<file path="src/rtl/axis_ipg_shaper_if.sv">
// axis_ipg_shaper_if: AXI-Stream bundle (tdata/tstrb/tuser/tvalid/tlast/tready) for the IPG shaper ports.
interface axis_ipg_shaper_if #(
    parameter int DATA_WIDTH = 256,
    parameter int USER_WIDTH = 128
);
    logic [DATA_WIDTH-1:0]   tdata;
    logic [DATA_WIDTH/8-1:0] tstrb;
    logic [USER_WIDTH-1:0]   tuser;
    logic                    tvalid;
    logic                    tlast;
    logic                    tready;

    modport master (
        output tdata, tstrb, tuser, tvalid, tlast,
        input  tready
    );

    modport slave (
        input  tdata, tstrb, tuser, tvalid, tlast,
        output tready
    );
endinterface

</file>
<file path="src/rtl/axis_ipg_shaper.sv">
// axis_ipg_shaper: holds each packet's first beat until its TUSER delay has elapsed since the previous SOP.
// Define IPG_SHAPER_STATS_EN to build the pkt_cnt / hold_cycles counters; otherwise they read as zero.
module axis_ipg_shaper #(
    parameter int C_S_AXIS_DATA_WIDTH  = 256,
    parameter int C_S_AXIS_TUSER_WIDTH = 128,
    parameter int DELAY_LSB            = 32,
    parameter int DELAY_WIDTH          = 32
) (
    input  logic              axi_aclk,
    input  logic              sw_rst,
    input  logic              shape_en,
    axis_ipg_shaper_if.slave  s_axis,
    axis_ipg_shaper_if.master m_axis,
    output logic [31:0]       pkt_cnt,
    output logic [31:0]       hold_cycles
);
    typedef enum logic [1:0] {
        IDLE = 2'd0,
        HOLD = 2'd1,
        PASS = 2'd2
    } state_t;

    localparam logic [DELAY_WIDTH-1:0] GAP_ONE = {{(DELAY_WIDTH-1){1'b0}}, 1'b1};

    state_t                 state;
    logic [DELAY_WIDTH-1:0] gap_cnt;
    logic [DELAY_WIDTH-1:0] delay;
    logic                   sop_wait;
    logic                   gate;
    logic                   handshake;

    // IDLE and HOLD both mean the current beat is a SOP waiting on its gap.
    assign delay     = s_axis.tuser[DELAY_LSB +: DELAY_WIDTH];
    assign sop_wait  = (state != PASS);
    assign gate      = !sop_wait || !shape_en || (gap_cnt >= delay);
    assign handshake = s_axis.tvalid && m_axis.tready && gate;

    assign m_axis.tdata  = s_axis.tdata;
    assign m_axis.tstrb  = s_axis.tstrb;
    assign m_axis.tuser  = s_axis.tuser;
    assign m_axis.tlast  = s_axis.tlast;
    assign m_axis.tvalid = s_axis.tvalid && gate;
    assign s_axis.tready = m_axis.tready && gate;

    always_ff @(posedge axi_aclk) begin
        if (sw_rst) begin
            state   <= IDLE;
            gap_cnt <= '1;
        end else begin
            if (sop_wait && handshake)
                gap_cnt <= GAP_ONE;
            else if (gap_cnt != '1)
                gap_cnt <= gap_cnt + GAP_ONE;

            unique case (state)
                IDLE: begin
                    if (handshake)
                        state <= s_axis.tlast ? IDLE : PASS;
                    else if (s_axis.tvalid && !gate)
                        state <= HOLD;
                end
                HOLD: begin
                    if (handshake)
                        state <= s_axis.tlast ? IDLE : PASS;
                end
                PASS: begin
                    if (handshake && s_axis.tlast)
                        state <= IDLE;
                end
                default: state <= IDLE;
            endcase
        end
    end

`ifdef IPG_SHAPER_STATS_EN
    // hold_cycles counts the cycles in which the gate is actually blocking a waiting SOP.
    always_ff @(posedge axi_aclk) begin
        if (sw_rst) begin
            pkt_cnt     <= '0;
            hold_cycles <= '0;
        end else begin
            if (handshake && s_axis.tlast)
                pkt_cnt <= pkt_cnt + 32'd1;
            if (sop_wait && s_axis.tvalid && !gate && (hold_cycles != '1))
                hold_cycles <= hold_cycles + 32'd1;
        end
    end
`else
    assign pkt_cnt     = '0;
    assign hold_cycles = '0;
`endif
endmodule

</file>
<file path="src/flat_wrapper.sv">
// flat-port wrapper written by rule: the top's interface ports become plain ports
module axis_ipg_shaper_flat 
#(
    parameter int C_S_AXIS_DATA_WIDTH  = 256,
    parameter int C_S_AXIS_TUSER_WIDTH = 128,
    parameter int DELAY_LSB            = 32,
    parameter int DELAY_WIDTH          = 32
)
  (axi_aclk, sw_rst, shape_en, pkt_cnt, hold_cycles, s_axis_tdata, s_axis_tstrb, s_axis_tuser, s_axis_tvalid, s_axis_tlast, s_axis_tready, m_axis_tdata, m_axis_tstrb, m_axis_tuser, m_axis_tvalid, m_axis_tlast, m_axis_tready);
  axis_ipg_shaper_if #(.DATA_WIDTH(256), .USER_WIDTH(128)) s_axis_i ();
  axis_ipg_shaper_if #(.DATA_WIDTH(256), .USER_WIDTH(128)) m_axis_i ();
  input  logic axi_aclk;
  input  logic sw_rst;
  input  logic shape_en;
  output logic [31:0] pkt_cnt;
  output logic [31:0] hold_cycles;
  input wire logic [$bits(s_axis_i.tdata)-1:0] s_axis_tdata;
  input wire logic [$bits(s_axis_i.tstrb)-1:0] s_axis_tstrb;
  input wire logic [$bits(s_axis_i.tuser)-1:0] s_axis_tuser;
  input wire logic [$bits(s_axis_i.tvalid)-1:0] s_axis_tvalid;
  input wire logic [$bits(s_axis_i.tlast)-1:0] s_axis_tlast;
  output wire logic [$bits(s_axis_i.tready)-1:0] s_axis_tready;
  output wire logic [$bits(m_axis_i.tdata)-1:0] m_axis_tdata;
  output wire logic [$bits(m_axis_i.tstrb)-1:0] m_axis_tstrb;
  output wire logic [$bits(m_axis_i.tuser)-1:0] m_axis_tuser;
  output wire logic [$bits(m_axis_i.tvalid)-1:0] m_axis_tvalid;
  output wire logic [$bits(m_axis_i.tlast)-1:0] m_axis_tlast;
  input wire logic [$bits(m_axis_i.tready)-1:0] m_axis_tready;
  assign s_axis_i.tdata = s_axis_tdata;
  assign s_axis_i.tstrb = s_axis_tstrb;
  assign s_axis_i.tuser = s_axis_tuser;
  assign s_axis_i.tvalid = s_axis_tvalid;
  assign s_axis_i.tlast = s_axis_tlast;
  assign s_axis_tready = s_axis_i.tready;
  assign m_axis_tdata = m_axis_i.tdata;
  assign m_axis_tstrb = m_axis_i.tstrb;
  assign m_axis_tuser = m_axis_i.tuser;
  assign m_axis_tvalid = m_axis_i.tvalid;
  assign m_axis_tlast = m_axis_i.tlast;
  assign m_axis_i.tready = m_axis_tready;
  axis_ipg_shaper #(.C_S_AXIS_DATA_WIDTH(C_S_AXIS_DATA_WIDTH), .C_S_AXIS_TUSER_WIDTH(C_S_AXIS_TUSER_WIDTH), .DELAY_LSB(DELAY_LSB), .DELAY_WIDTH(DELAY_WIDTH)) u_core (.axi_aclk(axi_aclk), .sw_rst(sw_rst), .shape_en(shape_en), .s_axis(s_axis_i), .m_axis(m_axis_i), .pkt_cnt(pkt_cnt), .hold_cycles(hold_cycles));
endmodule
</file>
<file path="config.mk">
export PLATFORM = sky130hd
export DESIGN_NAME = axis_ipg_shaper_flat
export DESIGN_NICKNAME = d
export VERILOG_FILES = /design/src/rtl/axis_ipg_shaper_if.sv /design/src/rtl/axis_ipg_shaper.sv /design/src/flat_wrapper.sv
export SDC_FILE = /design/constraint.sdc
export NUM_CORES = 1
export LEC_CHECK = 0
export BUFFER_PORTS_ARGS = -buffer_cell sky130_fd_sc_hd__buf_2
export CAP_MARGIN = 30
export CORE_AREA = 5 5 352 354
export DETAILED_ROUTE_END_ITERATION = 8
export DIE_AREA = 0 0 357 359
export GPL_TIMING_DRIVEN = 0
export PLACE_DENSITY = 0.3
export SETUP_SLACK_MARGIN = 0.2
export SYNTH_ARGS = -nofsm -noshare
export SYNTH_HDL_FRONTEND = slang
export SYNTH_SLANG_ARGS = --single-unit
</file>
<file path="constraint.sdc">
create_clock -name axi_aclk -period 2.35 [get_ports axi_aclk]
set_clock_uncertainty 0.15 [all_clocks]
set_input_delay 0 -clock axi_aclk [delete_from_list [all_inputs] [get_ports axi_aclk]]
set_output_delay 0 -clock axi_aclk [all_outputs]
set_load 0.01 [all_outputs]
</file>
; ---- After elaboration in Yosys (flattened, before gate mapping)
; Index checks and enable logic that the tools add are counted.
[totals]
regBits = 34
latch_bits = 0
mem_bits_rw = 0
romBits = 0
inputBits = 422
out_inout_bits = 483
wordCells = 36
memories = 0
[classes]
addsub = 1
n_mul = 0
div_mod_pow = 0
magnitude_cmp = 1
eq_ne = 7
shift = 0
muxes = 8
n_bitwise = 0
n_reduce_logical = 16
[ops]
columns = cell, n
row1 = 32-bit 2-to-1 mux, 2
row2 = "32-bit by 1-bit adder with 32-bit output, second input constant", 1
row3 = 32-bit >= comparator, 1
row4 = "32-bit != test, second input constant", 1
row5 = 2-bit 2-to-1 mux, 5
row6 = 1-bit logical AND, 7
row7 = 2-bit case mux with 3 select lines, 1
row8 = "2-bit by 1-bit != test with 1-bit output, second input constant", 2
row9 = 1-bit zero test, 3
row10 = "3-bit by 1-bit != test with 1-bit output, second input constant", 1
row11 = 3-bit AND reduction, 1
row12 = "2-bit by 1-bit equality test with 1-bit output, second input constant", 1
row13 = "2-bit equality test, second input constant", 1
row14 = 2-bit zero test, 1
row15 = 1-bit logical OR, 2
row16 = "2-bit != test, second input constant", 1
row17 = 2-bit nonzero test, 1
row18 = 2-bit OR reduction, 1

; ---- Depth between registers and ports, before layout
; Gate-level depths: netlist of the first run.
[logic_depth]
word_depth = 9
depth_mapped = 9
mapped_depth_nobuf = 8

; ---- Worst setup path before layout of the first run
; Ideal clock, no wire load.
[synth_timing]
path_kind = register to register
startpoint = register u_core.gap_cnt[0]
endpoint = register u_core.gap_cnt[0]
arrival_ns = 1.892
required_ns = 2.073
setup_slack_ns = 0.181
path_stages_with_launch = 9
path_buffers = 0
period_less_slack_ns = 2.169
path_cell_list = dfxtp_1 -> inv_1 -> ha_1 -> nand2b_1 -> a2111oi_0 -> nand4b_1 -> a31oi_1 -> o2111a_1 -> or3_1
[synth_between]
elab_chain_len = 5
elab_cells_between_ends = 7
[synth_lines]
columns = item, line
row1 = from (decl), axis_ipg_shaper.sv:26  ; logic [DELAY_WIDTH-1:0] gap_cnt;
row2 = from (signal assigned), axis_ipg_shaper.sv:53  ; gap_cnt <= gap_cnt + GAP_ONE;
row3 = 32-bit >= comparator, axis_ipg_shaper.sv:35  ; assign gate = !sop_wait || !shape_en || (gap_cnt >= delay);
row4 = 1-bit logical OR, axis_ipg_shaper.sv:35
row5 = 1-bit logical AND, axis_ipg_shaper.sv:36  ; assign handshake = s_axis.tvalid && m_axis.tready && gate;
row6 = 1-bit logical AND, axis_ipg_shaper.sv:50  ; if (sop_wait && handshake)
row7 = 2-bit OR reduction (no line), -
; Several ways; a longest one is shown, not always the timed one.
; A chain may end at the register's enable or synchronous reset.

; ---- Worst setup path in the final report of the first run
[layout_timing]
startpoint = register u_core.gap_cnt[29]
endpoint = register u_core.gap_cnt[21]
[layout_between]
elab_chain_len = 5
elab_cells_between_ends = 7
[layout_lines]
columns = item, line
row1 = 32-bit >= comparator, axis_ipg_shaper.sv:35
row2 = 1-bit logical OR, axis_ipg_shaper.sv:35
row3 = 1-bit logical AND, axis_ipg_shaper.sv:36
row4 = 1-bit logical AND, axis_ipg_shaper.sv:50
row5 = 32-bit 2-to-1 mux / 2-bit nonzero test (equally long branches), -
; Several ways; a longest one is shown, not always the timed one.

==> metrics.csv, run 1 <==
stage;metric;value;unit
status;outcome;finished with violations;
status;violations;setup timing;
sta;tightest_slew;0.606;ns
cts;clkLatencyLatePin;0.28;ns
cts;clk_pin_slew;0.06;ns
routing;drtAntennaViolNets;0;
worst_setup_path;reg2reg_slack;-0.14;ns
worst_setup_path;crit_end;u_core.gap_cnt[21]$_SDFFE_PP1P_;
cts;cts_buffer_depth;2;
global_route;gr-total-overflow;0;
cts;cts_root_buffer;clkbuf_16;
synthesis;postSynth.asyncResetShare;0;
sta;timing.final.crit_period;2.49;ns
pwr;swShare;0.392;
global_route;grtUsageTotal;0.0608;
finish;fill_cells;14200;
pwr;p_int;0.00219;W
cts;cts_max_level;2;
worst_setup_path;crit_arrival;2.48;ns
synthesis;ys.flop_type;dfxtp_1;
pwr;p_leak;5.69;nW
routing;first_pass_iters;4;
synthesis;synth-xor-area-share;0.0403;
pwr;pwr-share-seq;0.220;
synthesis;yosys.area_share.adder;0.0679;
global_route;antenna_found_initial;25;
worst_setup_path;crit_fanout;8;
place;gp_congestion;0.746;
synthesis;syn_area_per_cell;7.78;sq um
routing;vias_per_cell;2.12;
cts;clock_sinks;34;
die;dieHeight;359;um
synthesis;ys_seq_area_frac;0.112;
place;dp_hpwl;40500;um
worst_setup_path;start_kind;flip-flop;
global_route;grt_pass1_wl;53000;um
synthesis;synthCells;781;
pwr;power.share.clock;0.181;
worst_setup_path;r2r-start;u_core.gap_cnt[29]$_SDFFE_PP1P_;
worst_setup_path;crit_required;2.33;ns
sta;rsz0062_at_grt;true;
die;initial_utilization;0.0503;
die;row_count;128;
sta;min_period_over_period;1.06;
pwr;power_frac_comb;0.599;
pwr;vdd_drop_max;0.000231;V
cts;cts_tree;yes;
die;core_area;121000;sq um
synthesis;yosysWarningCount;0;
pwr;power.density;320;nW/um^2
sta;fmax;401;MHz
synthesis;synth.most_common_cell;buf_4;
finish;fin_util;0.0933;
die;dieArea;128000;sq um
routing;routedWlPerCell;14.5;um
worst_setup_path;reg2regPathDepth;8;
sta;drv_slew;0;
die;die_w;357;um
die;pin_count;905;
worst_setup_path;crit_path_end_kind;flip-flop;
synthesis;synth_edf_count;0;
worst_setup_path;path_class;flip-flop to flip-flop;
routing;wl;42800;um
synthesis;netlist_area;6080;sq um
finish;area_delta_synth_final;85.4;%
synthesis;synth-simple-area-share;0.0858;
finish;drive_gt1_frac;0.778;
synthesis;synth_top_family_by_area;buffers and inverters;
place;placed_cells;2925;
synthesis;synth_top_area_frac;0.594;
routing;detail_route.iter0.violations;124;
worst_setup_path;r2r-end;u_core.gap_cnt[21]$_SDFFE_PP1P_;
global_route;grt_pass1_vias;6123;
synthesis;synthTopCellsByArea;buf_4, dfxtp_1, ha_1;
place;portBuffers;456;
worst_hold_path;min_path_type;input pin to primary output;
sta;finalHoldViolCount;0;
pwr;switchingPower;0.00142;W
synthesis;synth_seq_cells;34;
routing;drc_errors;0;
synthesis;yosys.cell_types.count;51;
sta;whs;0.0338;ns
synthesis;yosysTopAreaCell;buf_4;
global_route;grt_max_degree;12;
sta;slew_headroom;0.594;
synthesis;synth_common_cells;buf_4, inv_1, o21ai_0;
sta;layout_setup_ws;-0.145;ns
run;maxCapViolCount;0;
sta;setup_viol;34;
finish;layoutNonFillerInstCount;2953;
synthesis;synth_compound_area_frac;0.0653;
cts;cts_made_buffers;5;
synthesis;muxShareOfSynthArea;0.00329;
finish;nNetsFinal;1779;
routing;vias;6260;
sta;setup_tns;-3.60;ns
worst_setup_path;cp-startpoint;u_core.gap_cnt[29]$_SDFFE_PP1P_;
[cells in the final DEF (no fill, tap or decap), drive strengths merged, types with 2 or more instances in the layout]
cell	instances
clkbuf	11
a21oi	13
inv	38
mux2i	2
nor2b	3
ha	33
clkinv	2
xor2	18
buf	954
nor4	2
xnor2	10
nor3	2
nand2	19
diode	3
o21ai	39
and2	4
nand3	13
and3	6
dlygate4sd3	4
a221oi	2
dfxtp	34
nand4	16
nand2b	2
a31oi	2
o2111ai	2
conb	64
nor2	11
and4	6
[metal layers]
metal,routed length [um],global-route usage,share of wire
met2,21400,0.110,0.50
met3,5740,0.0309,0.13
met4,706,0.0112,0.017
met1,14800,0.0632,0.35
met5,13,0,0.00030
[kinds of logic after synthesis]
family | count (synthesis)
buffers and inverters | 528
and+or+nand+nor | 88
AOI/OAI and AO/OA | 67
DFF | 34
adders and majority gates | 33
xor gates and xnor gates | 28
muxes | 2
other | 1
[metrics by stage]
step	instance area [sq um]	worst slack, ns	power, W
after floorplan	6320	0.199	0.00210
after global placement	10600	-0.686	0.00285
after detailed placement	10600	-0.708	0.00284
after CTS	11100	-0.164	0.00361
after global routing	11300	-0.247	0.00391
final	11300	-0.145	0.00361
[how the worst min path moves through the flow]
| stage | end | cells after the start | startpoint | slack [ns] |
|---|---|---|---|---|
| detailed placement | m_axis_tstrb[13] | 2 | s_axis_tstrb[13] | 0.04 |
| CTS | m_axis_tstrb[13] | 2 | s_axis_tstrb[13] | 0.04 |
| global route | m_axis_tdata[29] | 2 | s_axis_tdata[29] | 0.04 |
| finish | m_axis_tdata[49] | 2 | s_axis_tdata[49] | 0.03 |
| global placement | m_axis_tdata[138] | 2 | s_axis_tdata[138] | 0.04 |
| floorplan | m_axis_tdata[0] | 1 | s_axis_tdata[0] | -0.06 |
[power by group through the flow]
| stage | Clock [W] | Sequential (W) | Combinational, W |
|---|---|---|---|
| CTS | 0.000672 | 0.000794 | 0.00214 |
| detailed placement | 0 | 0.000800 | 0.00204 |
| floorplan | 0 | 0.000753 | 0.00134 |
| global route | 0.000699 | 0.000814 | 0.00240 |
| global placement | 0 | 0.000801 | 0.00205 |
| finish | 0.000653 | 0.000794 | 0.00216 |
[sequential cells by signal, indices dropped and copies added (netlist names)]
signal and cells:
u_core.gap_cnt 32, u_core.state 2
[critical path: stages (launching register included)]
cell and delay [ns]:
dfxtp_4 0.36, ha_4 0.26, nand4_1 0.22, nor4_4 0.28, nand2_2 0.16, a31oi_4 0.22, o2111a_2 0.44, buf_8 0.17
o21ai_1 0.07
[timing repair]
action	4_1_cts	5_1_grt
endpoints found under the setup margin	36	36
setup buffers	5	5
endpoints found under the hold margin	4	0
pin swaps	24	12
hold buffers	4	0
cloned	3	0
resized for setup	65	43
[area by class of cell]
type,instances,area (sq um),share of cell area
buffer,490,3680,0.327
clock inverter,2,13.8,0.00122
inverter,38,143,0.0127
tap,1625,2030,0.180
timing repair buffer,473,2460,0.218
clock buffer,6,129,0.0114
antenna,3,7.51,0.000666
sequential,34,712,0.0632
multi-input combinational,282,2090,0.185
Note: power is estimated with default switching activity, not from simulation.
==> inputs of run 2 (changes only) <==
CORE_AREA = 5 5 346 348   (was 5 5 352 354)
DIE_AREA = 0 0 351 353   (was 0 0 357 359)
SETUP_SLACK_MARGIN = 0.5   (was 0.2)
==> metrics.csv, run 2 (same netlist as run 1, synthesis figures left out) <==
stage;metric;value;unit;change
routing;vias;6314;;+0.86%
cts;cts_root_buffer;clkbuf_16;;
pwr;p_leak;5.69;nW;about the same
cts;cts_max_level;2;;unchanged
sta;rsz0062_at_grt;true;;
global_route;antenna_found_initial;22;;-12%
die;core_area;116000;sq um;-4.0%
sta;setup_viol;9;;-74%
global_route;grtUsageTotal;0.0604;;-0.000423
sta;whs;0.0340;ns;+0.000183 ns
routing;wl;41500;um;-2.9%
finish;largest_register_ffs;32;;unchanged
finish;layout_commonest_cell;buf_4;;
sta;fmax;420;MHz;+4.8%
finish;drive_gt1_frac;0.784;;+0.00604
cts;clkLatencyLatePin;0.28;ns;about the same
routing;vias_per_cell;2.21;;+4.2%
pwr;finalPower;0.00366;W;+1.4%
place;placed_cells;2824;;-3.5%
finish;nNetsFinal;1779;;unchanged
place;gp_congestion;0.806;;+7.9%
finish;fin_util;0.0965;;+0.00318
cts;cts_made_buffers;5;;unchanged
place;portBuffers;456;;unchanged
routing;drc_errors;0;;unchanged
worst_setup_path;crit_arrival;2.37;ns;-0.11 ns
finish;top_register;u_core.gap_cnt;;
die;initial_utilization;0.0524;;+0.00211
cts;clk_pin_slew;0.06;ns;about the same
worst_setup_path;slowest_delay;0.36;ns;-0.08 ns
die;dieHeight;353;um;-1.7%
global_route;grt_pass1_wl;51600;um;-2.7%
finish;mostFrequentLayoutCells;buf_4, buf_2, conb_1, inv_1, ha_1;;
die;die_w;351;um;-1.7%
cts;clock_sinks;34;;unchanged
run;maxCapViolCount;0;;unchanged
place;dpl_worst_slack;-0.551;ns;+0.157 ns
worst_setup_path;crit_path_end_kind;flip-flop;;
finish;area_delta_synth_final;84.0;%;
worst_setup_path;start_kind;flip-flop;;
sta;slew_headroom;0.559;;-0.0354
die;row_count;125;;-2.3%
cts;cts_buffer_depth;2;;unchanged
routing;first_pass_iters;4;;unchanged
finish;layoutNonFillerInstCount;2858;;-3.2%
worst_setup_path;slowest_stage;dfxtp_4;;
global_route;grt_max_degree;11;;-1
die;pin_count;905;;unchanged
sta;tightest_slew;0.662;ns;+0.0560 ns
global_route;gr-total-overflow;0;;unchanged
routing;detail_route.iter0.violations;127;;+2.4%
sta;drv_slew;0;;unchanged
place;dp_hpwl;39100;um;-3.4%
worst_setup_path;path_cells;ha_4 -> nand4_1 -> nor4_4 -> nand2_2 -> a31oi_4 -> o2111a_2 -> buf_6 -> clkbuf_8 -> o21ai_2;;
finish;top_regs;u_core.gap_cnt (32), u_core.state (2);;
worst_setup_path;path_class;flip-flop to flip-flop;;
routing;drtAntennaViolNets;0;;unchanged
sta;min_period_over_period;1.01;;-0.0486
worst_setup_path;reg2reg_slack;-0.03;ns;+0.11 ns
status;violations;setup timing;;
worst_hold_path;min_path_type;input pin to primary output;;
cts;cts_tree;yes;;
sta;timing.final.crit_period;2.38;ns;-0.114 ns
status;outcome;finished with violations;;
pwr;power.density;327;nW/um^2;+2.1%
pwr;vdd_drop_max;0.000252;V;+9.0%
routing;routedWlPerCell;14.5;um;+0.30%
worst_setup_path;crit_fanout;5;;-3
die;dieArea;124000;sq um;-3.3%
sta;layout_setup_ws;-0.0304;ns;+0.114 ns
global_route;grt_pass1_vias;6492;;+6.0%
worst_setup_path;crit_required;2.34;ns;about the same
sta;finalHoldViolCount;0;;unchanged
[run 2: final timing paths]
kind	from	end	cells past startpoint
hold / removal	s_axis_tdata[80]	m_axis_tdata[80]	2
setup reg to reg	u_core.gap_cnt[30]$_SDFFE_PP1P_	u_core.gap_cnt[28]$_SDFFE_PP1P_	9
setup / recovery	u_core.gap_cnt[30]$_SDFFE_PP1P_	u_core.gap_cnt[28]$_SDFFE_PP1P_	9
hold reg to reg	u_core.state[0]$_SDFFE_PP0P_	u_core.state[0]$_SDFFE_PP0P_	1
[run 2: routing by layer]
layer,vias up,wire length (um),global-route usage
met4,4,1120,0.0157
li1,3067,-,-
met5,-,27,0
met3,47,4530,0.0237
met1,2736,14400,0.0618
met2,460,21400,0.114
[run 2: power breakdown]
group	total [W]	internal, W	switching, W
combinational	0.00219	0.00115	0.00104
clock	0.000670	0.000420	0.000250
sequential	0.000798	0.000672	0.000126
[run 2: area by class of cell]
type / instances / area (sq um)
Fill cell: 13500 / 105000
Buffer: 490 / 3680
Timing Repair Buffer: 473 / 2460
Multi-Input combinational cell: 282 / 2100
Tap cell: 1524 / 1910
Sequential cell: 34 / 718
Clock buffer: 7 / 143
Inverter: 38 / 143
Antenna cell: 9 / 22.5
Clock inverter: 1 / 5.00
[run 2: worst max-delay path: cells and delay by family (launching register included)]
family / cells / cell delay (ns)
buffers and inverters: 2 / 0.30
and+or+nand+nor: 3 / 0.64
AOI/OAI and AO/OA: 3 / 0.55
DFF: 1 / 0.36
adders and majority gates: 1 / 0.25
[run 2: stage by stage]
stage                     TNS, ns  instance area, sq um
after detailed placement   -16.35                 10500
after CTS                   -2.07                 11000
after global routing        -4.03                 11200
after floorplan                 0                  6330
after global placement     -18.24                 10500
final                      -0.115                 11200
[run 2: repair_timing]
item | 4_1_cts | 5_1_grt
hold endpoints to repair | 4 | 0
gates resized for setup | 87 | 28
hold buffers | 4 | 0
pin swaps | 30 | 4
buffers inserted | 9 | 1
gates cloned | 3 | 0
endpoints found under the setup margin | 36 | 36
==> inputs of run 3 (changes only) <==
CTS_BUF_LIST = sky130_fd_sc_hd__clkbuf_8   (was unset)
==> metrics.csv, run 3 (same netlist as run 1, synthesis figures left out) <==
stage;metric;value;unit;change
status;outcome;finished with violations;;
status;violations;setup timing;;
die;initial_utilization;0.0524;;unchanged
finish;layout_commonest_cell;buf_4;;
place;portBuffers;456;;unchanged
global_route;grt_max_degree;11;;unchanged
global_route;gr-total-overflow;0;;unchanged
cts;cts_root_buffer;clkbuf_8;;
cts;cts_made_buffers;5;;unchanged
worst_setup_path;path_class;flip-flop to flip-flop;;
finish;largest_register_ffs;32;;unchanged
finish;design_area;11000;sq um;-2.0%
die;die_w;351;um;unchanged
cts;cts_tree;yes;;
die;row_count;125;;unchanged
routing;first_pass_iters;4;;unchanged
cts;clkLatencyLatePin;0.29;ns;about the same
sta;fmax;408;MHz;-3.0%
routing;wl;41300;um;-0.45%
sta;layout_setup_ws;-0.103;ns;-0.0726 ns
finish;mostFrequentLayoutCells;buf_4, buf_2, conb_1, inv_1, ha_1;;
place;gp_congestion;0.806;;unchanged
cts;cts_max_level;2;;unchanged
sta;slew_headroom;0.629;;+0.0697
routing;vias_per_cell;2.20;;-0.49%
finish;ff_latch_area;716;sq um;-0.35%
worst_setup_path;r2r-start;u_core.gap_cnt[30]$_SDFFE_PP1P_;;
global_route;grt_pass1_wl;51400;um;-0.27%
routing;routedWlPerCell;14.5;um;-0.31%
global_route;grt_use_met3;0.0237;;unchanged
routing;detail_route.iter0.violations;124;;-2.4%
worst_setup_path;crit_fanout;10;;+5
die;dieHeight;353;um;unchanged
finish;top_register;u_core.gap_cnt;;
worst_setup_path;reg2regPathDepth;8;;-1
worst_setup_path;crit_path_end_kind;flip-flop;;
die;core_area;116000;sq um;unchanged
pwr;p_leak;5.63;nW;-1.1%
routing;drtAntennaViolNets;0;;unchanged
finish;nNetsFinal;1775;;-0.22%
finish;fill_cells;13500;;+0.022%
place;post_dp_cell_area;10500;sq um;unchanged
global_route;grtUsageTotal;0.0602;;-0.000165
worst_setup_path;crit_required;2.36;ns;+0.02 ns
sta;setup_viol;34;;+25
global_route;antenna_found_initial;22;;unchanged
cts;clock_sinks;34;;unchanged
global_route;grt_busiest_layer;met2;;
sta;tightest_slew;0.555;ns;-0.107 ns
global_route;grt_use_met1;0.0616;;-0.000222
cts;clk_pin_slew;0.07;ns;about the same
pwr;power.density;307;nW/um^2;-6.2%
worst_hold_path;min_path_cells;2;;unchanged
sta;drv_slew;0;;unchanged
die;pin_count;905;;unchanged
run;maxCapViolCount;0;;unchanged
finish;area_delta_synth_final;80.4;%;
pwr;vdd_drop_max;0.000196;V;-22%
place;dpl_worst_slack;-0.551;ns;unchanged
finish;top_regs;u_core.gap_cnt (32), u_core.state (2);;
sta;timing.final.crit_period;2.45;ns;+0.0726 ns
place;dp_hpwl;39100;um;unchanged
sta;rsz0062_at_grt;true;;
global_route;grt_pass1_vias;6465;;-0.42%
worst_setup_path;crit_arrival;2.46;ns;+0.09 ns
worst_setup_path;start_kind;flip-flop;;
routing;drc_errors;0;;unchanged
global_route;grt_use_met2;0.113;;-0.000314
finish;multiInputGateArea;1990;sq um;-5.5%
finish;drive_gt1_frac;0.764;;-0.0203
sta;whs;0.0340;ns;unchanged
sta;min_period_over_period;1.04;;+0.0309
sta;finalHoldViolCount;0;;unchanged
worst_setup_path;cp-startpoint;u_core.gap_cnt[30]$_SDFFE_PP1P_;;
routing;vias;6274;;-0.63%
worst_hold_path;min_path_type;input pin to primary output;;
cts;cts_buffer_depth;2;;unchanged
worst_hold_path;min_from;s_axis_tdata[80];;
die;dieArea;124000;sq um;unchanged
run 3: changes by cell type in the layout (fill, tap and decap cells not counted), sizes merged:
cell | before | now
buf | 952 | 948
clkbuf | 14 | 13
inv | 38 | 39
run 3: what timing repair did:
action / CTS / global route
pin swaps: 13 / 6
buffers inserted: 6 / 2
setup endpoints to repair: 36 / 36
hold buffers: 4 / 0
hold endpoints to repair: 4 / 0
gates resized for setup: 66 / 17
gates cloned: 1 / 0
run 3: layer usage:
layer | up-vias | wire [um] | part of all wire
li1 | 3055 | - | -
met3 | 46 | 4460 | 0.11
met5 | - | 27 | 0.00065
met1 | 2711 | 14400 | 0.35
met4 | 4 | 1140 | 0.028
met2 | 458 | 21300 | 0.52
run 3: area by class of cell:
class / instances / share of cell area
multi-input combinational: 282 / 0.181
sequential: 34 / 0.0653
inverter: 38 / 0.0130
timing repair buffer: 469 / 0.220
buffer: 490 / 0.336
antenna: 9 / 0.00205
tap: 1524 / 0.174
clock inverter: 2 / 0.000799
clock buffer: 6 / 0.00753
run 3: power by group:
group          total, W  internal [W]  switching (W)
clock network  0.000456      0.000232       0.000223
registers      0.000792      0.000669       0.000123
logic           0.00212       0.00111        0.00101
total           0.00336       0.00201        0.00136
run 3: worst paths after layout:
kind | to | slack [ns]
worst max register to register | u_core.gap_cnt[8]$_SDFFE_PP1P_ | -0.10
worst min register to register | u_core.state[0]$_SDFFE_PP0P_ | 0.32
worst max-delay path | u_core.gap_cnt[8]$_SDFFE_PP1P_ | -0.10
worst min-delay path | m_axis_tdata[80] | 0.03
run 3: metrics by stage:
step	power [W]	TNS [ns]	std cells	util
after CTS	0.00343	-2.50	2843	0.0940
after detailed placement	0.00284	-16.35	2824	0.0907
final	0.00336	-2.31	2854	0.0946
after global routing	0.00366	-6.63	2850	0.0945
after global placement	0.00285	-18.24	2824	0.0907
after floorplan	0.00210	0	844	-
run 3: worst max-delay path, cell delays in order, from the launching register on:
cell      delay [ns]
dfxtp_4         0.36
ha_4            0.26
nand4_1         0.22
nor4_4          0.34
nand2_2         0.15
a31oi_4         0.22
o2111a_2        0.34
clkbuf_8        0.20
o21ai_1         0.08
